## src/rtl/uart_pkg.sv

```systemverilog
// Shared types and helpers for the UART receiver (uart_rx_decoder and its FIFO).
package uart_pkg;

    typedef enum logic [2:0] {
        IDLE   = 3'd0,
        START  = 3'd1,
        DATA   = 3'd2,
        PARITY = 3'd3,
        STOP   = 3'd4,
        BREAK  = 3'd5
    } rx_state_t;

    localparam int PARITY_NONE = 0;
    localparam int PARITY_ODD  = 1;
    localparam int PARITY_EVEN = 2;

    // Clock cycles per bit period, integer-truncated
    function automatic int calc_div(input int clk_freq, input int baud);
        return clk_freq / baud;
    endfunction

    // High when the received parity bit disagrees with the data for the given mode
    function automatic logic parity_bad(input logic [8:0] data, input logic pbit, input int mode);
        logic odd_ones;
        odd_ones = (^data) ^ pbit;
        if (mode == PARITY_ODD) begin
            return ~odd_ones;
        end else begin
            return odd_ones;
        end
    endfunction

endpackage

```

## src/rtl/uart_rx_fifo.sv

```systemverilog
// Synchronous output FIFO for received bytes. A push into a full FIFO is dropped and
// flagged on overrun, unless a pop happens in the same cycle, which frees the slot first.
module uart_rx_fifo
    import uart_pkg::*;
#(
    parameter int WIDTH = 8,
    parameter int DEPTH = 16
) (
    input  logic                     clk,
    input  logic                     reset_n,
    input  logic                     push,
    input  logic [WIDTH-1:0]         push_data,
    input  logic                     pop,
    output logic [WIDTH-1:0]         pop_data,
    output logic [$clog2(DEPTH):0]   level,
    output logic                     empty,
    output logic                     overrun
);
    localparam int PW = $clog2(DEPTH);
    localparam int LW = PW + 1;

    logic [WIDTH-1:0] mem_r [DEPTH];
    logic [PW-1:0]    wr_ptr_r;
    logic [PW-1:0]    rd_ptr_r;
    logic [LW-1:0]    level_r;
    logic             full_s;
    logic             pop_s;
    logic             push_s;

    assign full_s   = (level_r == LW'(DEPTH));
    assign empty    = (level_r == '0);
    assign pop_s    = pop & ~empty;
    assign push_s   = push & (~full_s | pop_s);
    assign overrun  = push & full_s & ~pop_s;
    assign pop_data = mem_r[rd_ptr_r];
    assign level    = level_r;

    // Storage, wrapping pointers and exact occupancy count
    always_ff @(posedge clk or negedge reset_n) begin
        if (!reset_n) begin
            for (int i = 0; i < DEPTH; i++) begin
                mem_r[i] <= '0;
            end
            wr_ptr_r <= '0;
            rd_ptr_r <= '0;
            level_r  <= '0;
        end else begin
            if (push_s) begin
                mem_r[wr_ptr_r] <= push_data;
                wr_ptr_r        <= wr_ptr_r + PW'(1);
            end
            if (pop_s) begin
                rd_ptr_r <= rd_ptr_r + PW'(1);
            end
            case ({push_s, pop_s})
                2'b10:   level_r <= level_r + LW'(1);
                2'b01:   level_r <= level_r - LW'(1);
                default: level_r <= level_r;
            endcase
        end
    end

endmodule

```

## src/rtl/uart_rx_decoder.sv

```systemverilog
// UART receiver: 2-flop synchroniser, 3-sample majority bit timer, frame FSM with
// parity/framing/break detection, and an output FIFO drained over valid/ready.
// Optional macro UART_RX_CONSOLE_EN echoes received bytes and error events to the
// simulator console; without it the block produces no simulation output.
module uart_rx_decoder
    import uart_pkg::*;
#(
    parameter int CLK_FREQ   = 50_000_000,
    parameter int BAUD       = 115_200,
    parameter int DATA_BITS  = 8,
    parameter int PARITY     = 0,
    parameter int STOP_BITS  = 1,
    parameter int FIFO_DEPTH = 16
) (
    input  logic                          clk,
    input  logic                          reset_n,
    input  logic                          rx,
    output logic [DATA_BITS-1:0]          rd_data,
    output logic                          rd_valid,
    input  logic                          rd_ready,
    output logic [$clog2(FIFO_DEPTH):0]   fifo_level,
    output logic                          frame_err,
    output logic                          parity_err,
    output logic                          overrun,
    output logic                          busy
);
    localparam int DIV = calc_div(CLK_FREQ, BAUD);
    localparam int CW  = $clog2(DIV + 1);
    localparam int BW  = $clog2(DATA_BITS + 1);
    localparam logic [CW-1:0] SMP_LO  = CW'(DIV / 2 - 1);
    localparam logic [CW-1:0] SMP_MID = CW'(DIV / 2);
    localparam logic [CW-1:0] SMP_HI  = CW'(DIV / 2 + 1);
    localparam logic [CW-1:0] PER_END = CW'(DIV - 1);

    logic [1:0]           sync_r;
    logic                 rx_s;
    logic                 rx_prev_r;
    rx_state_t            state_r, state_n;
    logic [CW-1:0]        cnt_r, cnt_n;
    logic [1:0]           vote_r, vote_n;
    logic [BW-1:0]        bit_idx_r, bit_idx_n;
    logic [DATA_BITS-1:0] shift_r, shift_n;
    logic                 par_bad_r, par_bad_n;
    logic                 stop_bad_r, stop_bad_n;
    logic [1:0]           votes_s;
    logic                 bit_val_s;
    logic                 at_hi_s;
    logic                 end_s;
    logic                 fe_s;
    logic                 push_s;
    logic                 empty_s;
    logic                 overrun_s;
    logic                 done_r;
    logic                 frame_err_r;
    logic                 parity_err_r;
    logic                 overrun_r;
    logic                 busy_r;

    assign rx_s      = sync_r[1];
    assign votes_s   = vote_r + {1'b0, rx_s};
    assign bit_val_s = votes_s[1];
    assign at_hi_s   = (cnt_r == SMP_HI);
    // Decision cycle: only frames without parity or framing errors reach the FIFO
    assign push_s    = done_r & ~frame_err_r & ~parity_err_r;

    assign rd_valid   = ~empty_s;
    assign frame_err  = frame_err_r;
    assign parity_err = parity_err_r;
    assign overrun    = overrun_r;
    assign busy       = busy_r;

    // Bring the asynchronous line into the clock domain; idle level is high
    always_ff @(posedge clk or negedge reset_n) begin
        if (!reset_n) begin
            sync_r    <= 2'b11;
            rx_prev_r <= 1'b1;
        end else begin
            sync_r    <= {sync_r[0], rx};
            rx_prev_r <= rx_s;
        end
    end

    // Frame FSM: bit timer, majority voting, data shift and error collection
    always_comb begin
        state_n    = state_r;
        cnt_n      = cnt_r;
        vote_n     = vote_r;
        bit_idx_n  = bit_idx_r;
        shift_n    = shift_r;
        par_bad_n  = par_bad_r;
        stop_bad_n = stop_bad_r;
        end_s      = 1'b0;
        fe_s       = 1'b0;
        case (state_r)
            IDLE: begin
                cnt_n     = '0;
                vote_n    = 2'd0;
                bit_idx_n = '0;
                if (rx_prev_r && !rx_s) begin
                    // The edge cycle itself is position 0 of the start bit
                    state_n    = START;
                    cnt_n      = CW'(1);
                    par_bad_n  = 1'b0;
                    stop_bad_n = 1'b0;
                end else begin
                    state_n = IDLE;
                end
            end
            BREAK: begin
                cnt_n  = '0;
                vote_n = 2'd0;
                if (rx_s) begin
                    state_n = IDLE;
                end else begin
                    state_n = BREAK;
                end
            end
            START, DATA, uart_pkg::PARITY, STOP: begin
                cnt_n = (cnt_r == PER_END) ? '0 : cnt_r + CW'(1);
                if (cnt_r == SMP_LO || cnt_r == SMP_MID) begin
                    vote_n = votes_s;
                end else if (at_hi_s) begin
                    vote_n = 2'd0;
                end else begin
                    vote_n = vote_r;
                end
                if (at_hi_s) begin
                    case (state_r)
                        START: begin
                            if (bit_val_s) begin
                                state_n = IDLE;
                            end else begin
                                state_n = DATA;
                            end
                        end
                        DATA: begin
                            shift_n = {bit_val_s, shift_r[DATA_BITS-1:1]};
                            if (bit_idx_r == BW'(DATA_BITS - 1)) begin
                                bit_idx_n = '0;
                                state_n   = (PARITY != PARITY_NONE) ? uart_pkg::PARITY : STOP;
                            end else begin
                                bit_idx_n = bit_idx_r + BW'(1);
                            end
                        end
                        uart_pkg::PARITY: begin
                            par_bad_n = parity_bad(9'(shift_r), bit_val_s, PARITY);
                            state_n   = STOP;
                        end
                        STOP: begin
                            stop_bad_n = stop_bad_r | ~bit_val_s;
                            if (bit_idx_r == BW'(STOP_BITS - 1)) begin
                                // Leave at mid last stop bit so the next start edge is caught
                                end_s     = 1'b1;
                                fe_s      = stop_bad_r | ~bit_val_s;
                                bit_idx_n = '0;
                                state_n   = (shift_r == '0 && !bit_val_s) ? BREAK : IDLE;
                            end else begin
                                bit_idx_n = bit_idx_r + BW'(1);
                            end
                        end
                        default: state_n = IDLE;
                    endcase
                end else begin
                    state_n = state_r;
                end
            end
            default: begin
                state_n = IDLE;
            end
        endcase
    end

    // FSM state and datapath registers
    always_ff @(posedge clk or negedge reset_n) begin
        if (!reset_n) begin
            state_r    <= IDLE;
            cnt_r      <= '0;
            vote_r     <= 2'd0;
            bit_idx_r  <= '0;
            shift_r    <= '0;
            par_bad_r  <= 1'b0;
            stop_bad_r <= 1'b0;
        end else begin
            state_r    <= state_n;
            cnt_r      <= cnt_n;
            vote_r     <= vote_n;
            bit_idx_r  <= bit_idx_n;
            shift_r    <= shift_n;
            par_bad_r  <= par_bad_n;
            stop_bad_r <= stop_bad_n;
        end
    end

    // Registered status: error pulses line up with the frame decision cycle
    always_ff @(posedge clk or negedge reset_n) begin
        if (!reset_n) begin
            done_r       <= 1'b0;
            frame_err_r  <= 1'b0;
            parity_err_r <= 1'b0;
            overrun_r    <= 1'b0;
            busy_r       <= 1'b0;
        end else begin
            done_r       <= end_s;
            frame_err_r  <= end_s & fe_s;
            parity_err_r <= end_s & par_bad_r;
            overrun_r    <= overrun_s;
            busy_r       <= (state_n != IDLE);
        end
    end

    uart_rx_fifo #(
        .WIDTH (DATA_BITS),
        .DEPTH (FIFO_DEPTH)
    ) u_fifo (
        .clk       (clk),
        .reset_n   (reset_n),
        .push      (push_s),
        .push_data (shift_r),
        .pop       (rd_ready),
        .pop_data  (rd_data),
        .level     (fifo_level),
        .empty     (empty_s),
        .overrun   (overrun_s)
    );

`ifdef UART_RX_CONSOLE_EN
    // Console echo of accepted bytes and error events
    always @(posedge clk) begin
        if (push_s) begin
            $write("%c", shift_r);
        end
        if (frame_err_r) begin
            $display("%t uart_rx_decoder: framing error", $time);
        end
        if (parity_err_r) begin
            $display("%t uart_rx_decoder: parity error", $time);
        end
        if (overrun_r) begin
            $display("%t uart_rx_decoder: overrun, byte dropped", $time);
        end
    end
`else
`endif

endmodule

```

## config.mk

```make
export PLATFORM = sky130hd
export DESIGN_NAME = uart_rx_decoder
export DESIGN_NICKNAME = d
export VERILOG_FILES = /design/src/rtl/uart_pkg.sv /design/src/rtl/uart_rx_fifo.sv /design/src/rtl/uart_rx_decoder.sv
export SDC_FILE = /design/constraint.sdc
export NUM_CORES = 1
export LEC_CHECK = 0
export ABC_AREA = 1
export BUFFER_PORTS_ARGS = -buffer_cell sky130_fd_sc_hd__buf_2
export CAP_MARGIN = 10
export CORE_ASPECT_RATIO = 1.2
export CORE_UTILIZATION = 40
export DETAILED_ROUTE_END_ITERATION = 8
export PLACE_DENSITY = 0.6
export SYNTH_ARGS = -nofsm -noshare
export SYNTH_HDL_FRONTEND = slang
export SYNTH_SLANG_ARGS = --single-unit
```

## constraint.sdc

```tcl
create_clock -name clk -period 2.7 [get_ports clk]
set_input_delay 0.27 -clock clk [delete_from_list [all_inputs] [get_ports clk]]
set_output_delay 0.27 -clock clk [all_outputs]
set_load 0.005 [all_outputs]
```

==> summary.md <==
| Metric | Value |
|---|---|
| Outcome | finished, final reports clean |
| Main synth FF type | dfrtp_1 |
| Post-route setup TNS | 0 ns |
| Placer Congestion | 0.873 |
| Slew @ Worst Pin | 0.733 ns |
| Total track usage | 0.227 |
| Die area | 23600 um2 |
| F_max | 397 MHz |
| Cell area after placement | 9620 um2 |
| Core Footprint | 22400 um2 |
| Relative slew margins | 0.509 |
| First-pass GRT wire length | 41.3 mm |
| Syn nets | 1197 |
| Num Clock Sinks | 177 |
| CP max-delay cell | buf_4 |
| Clock-pin slew on the worst setup and hold paths | 0.07 ns |
| Clk_lat worst skew | 0.44 ns |
| Leak Pwr | 5.17 nW |
| TritonCTS buffer count | 17 |
| Ant. Diodes | 0 |
| Unrepaired setup endpoints after global routing | no |
| Fraction of layout cells with a size suffix above 1 | 0.0930 |
| Post-synth cell types | 38 |
| Post-Route WL | 25.4 mm |
| CP Capture Type | output port |
| Site Rows | 60 |
| DR vias/cell | 5.38 |
| Most common cell after layout, fill and taps aside | nand2_1 |
| H-Tree Depth | 4 |
| Area growth syn-to-layout | 11.4% |
| Largest net degree at the start of global routing | 133 |
| Slowest stage delay, CP | 0.53 ns |
| CTS tree | yes |
| Placed Instances | 1439 |
| 1st-pass router iterations | 5 |
| Worst setup SP type | flop |
| Fraction of registers with async set/reset | 1.00 |
| Number of I/O port buffers | 21 |
| Total gr overflow | 0 |
| Tot Pwr | 0.00564 W |
| Antenna violations before repair | 0 |
| P per Cell Area | 552 nW/um2 |
| WS Path Type | reg -> out |
| Routed Antenna Nets | 0 |
| Starting density of the core | 0.409 |
| Worst hold-check path type | in -> reg |
| Clk buf depth | 2 |
| Final hold slack | 0.256 ns |
| Clk root buf | clkbuf_16 |
| Post-synthesis instance area | 9180 um2 |
| Crit-path cells | buf_4 -> o21ai_0 -> o211ai_1 -> nand3_1 -> nand2_1 -> buf_2 |
| Nets | 1206 |
| FF+latch count, synth | 177 |
| Yosys warning count | 0 |
| Max_cap viols | 0 |
| Vert. Die Dim | 168 um |
| Mean cell area of the mapped netlist | 7.83 um2 |
| Initial detailed-routing violation count | 728 |
| Non-Filler Instances | 1473 |
| Worst-path fanout max | 66 |
| Post-route cell area | 10200 um2 |
| Final Hold Fails | 0 |
| Arr. time, crit path | 2.25 ns |
| Dpl hpwl | 16.3 mm |
| Fill count | 2269 |
| # IOs | 22 |
| Most frequent cells in the layout | 352 x nand2_1, 174 x nand3_1, 173 x dfrtp_1 |
| WL/cell | 17.2 um |
| Final setup fails | 0 |
| Max-slew violations | 0 |
| Clk_skew | 0.00958 ns |
| DRC violations left | 0 |
| Cells after Synth | 1172 |
| Seq/Total Area, Yosys | 0.483 |
| Tmin final | 2.52 ns |
| Vias in the first global route | 7506 |
| EDFF count, synth | 0 |
| Fin crit share | 0.933 |
| Required time of the critical path | 2.43 ns |
| VDD IR-drop max | 0.000411 V |
| Die W | 140 um |
| DR vias | 7925 |
cell families after synthesis:
logic type               share of synthesized area
XOR/XNOR                                    0.0172
AO/OA/AOI/OAI                               0.0870
AND/OR/NAND/NOR                              0.328
adder cells (fa/ha/maj)                     0.0295
buffers and inverters                       0.0555
flip-flops                                   0.483
area by class of cell:
cell class              count  area (um2)  share of cell area
clock buffers              19         433              0.0424
clock inverters            13         141              0.0138
inverters                  64         240              0.0235
multi-input cells         870        4240               0.415
flip-flops and latches    177        4430               0.434
well taps                 279         349              0.0342
repair buffers             51         379              0.0371
critical path: cells and delay by family (launching register included):
family / cells / cell delay [ns]
AOI/OAI and AO/OA: 2 / 0.52
buffers and inverters: 2 / 0.65
DFF: 1 / 0.36
and+or+nand+nor: 2 / 0.23
flip-flops by register name, summed over array words and instances, names as in the netlist, 2 cells and up:
signal           flops
bit_idx_r            4
cnt_r                9
u_fifo.rd_ptr_r      4
u_fifo.mem_r       128
u_fifo.wr_ptr_r      4
u_fifo.level         5
shift_r              8
vote_r               2
sync_r               2
state_r              3
where the power goes:
| group | leakage (nW) | switching, W | internal, W |
|---|---|---|---|
| logic | 2.47 | 0.000245 | 0.000131 |
| registers | 2.42 | 0.0000741 | 0.00272 |
| clock network | 0.273 | 0.00116 | 0.00131 |
repair_timing:
action                    in CTS  in global routing
hold buffers                   2                  0
buffers inserted               0                  0
hold endpoints to repair      54                  0
resized for setup              0                  0
routing by layer:
metal | up-vias | part of all wire | global-route usage
li1 | 3838 | - | -
met1 | 3823 | 0.45 | 0.305
met2 | 223 | 0.48 | 0.370
met3 | 41 | 0.050 | 0.0375
met4 | 0 | 0.025 | 0.0793
met5 | - | 0 | 0
through the flow:
step / utilization / worst slack, ns
detailed placement: 0.429 / 0.231
global placement: 0.429 / 0.268
global route: 0.455 / 0.0360
floorplan: - / 0.241
CTS: 0.455 / 0.189
finish: 0.455 / 0.180
final timing paths:
path                                                      from                             end  slack [ns]  cells past startpoint
worst max register to register     u_fifo.level[1]$_DFFE_PN0P_     u_fifo.level[4]$_DFFE_PN0P_        0.21                     12
max in group asynchronous                              reset_n             sync_r[0]$_DFF_PN1_        1.59                      3
worst min-delay path                                  rd_ready  u_fifo.rd_ptr_r[0]$_DFFE_PN0P_        0.26                      4
min in group asynchronous                              reset_n     u_fifo.mem_r[2]$_DFFE_PN0P_        0.37                      2
worst max-delay path            u_fifo.rd_ptr_r[0]$_DFFE_PN0P_                      rd_data[5]        0.18                      6
worst min register to register             sync_r[0]$_DFF_PN1_             sync_r[1]$_DFF_PN1_        0.36                      0
cells in the mapped netlist (3+ instances only):
cell | n | area [um2]
xor2_1 | 11 | 96.3
nor2_1 | 132 | 495
nand3_4 | 8 | 140
a21oi_1 | 9 | 45.0
buf_2 | 17 | 85.1
ha_1 | 20 | 250
dfrtp_1 | 174 | 4350
inv_1 | 60 | 225
buf_1 | 7 | 26.3
clkbuf_1 | 34 | 128
nand3_1 | 174 | 871
nand2_1 | 352 | 1320
dfstp_2 | 3 | 78.8
o21ai_0 | 91 | 455
o221ai_1 | 4 | 35.0
xnor2_1 | 7 | 61.3
o211ai_1 | 28 | 210
nor2_2 | 13 | 81.3
Note: power is estimated with default switching activity, not from simulation.
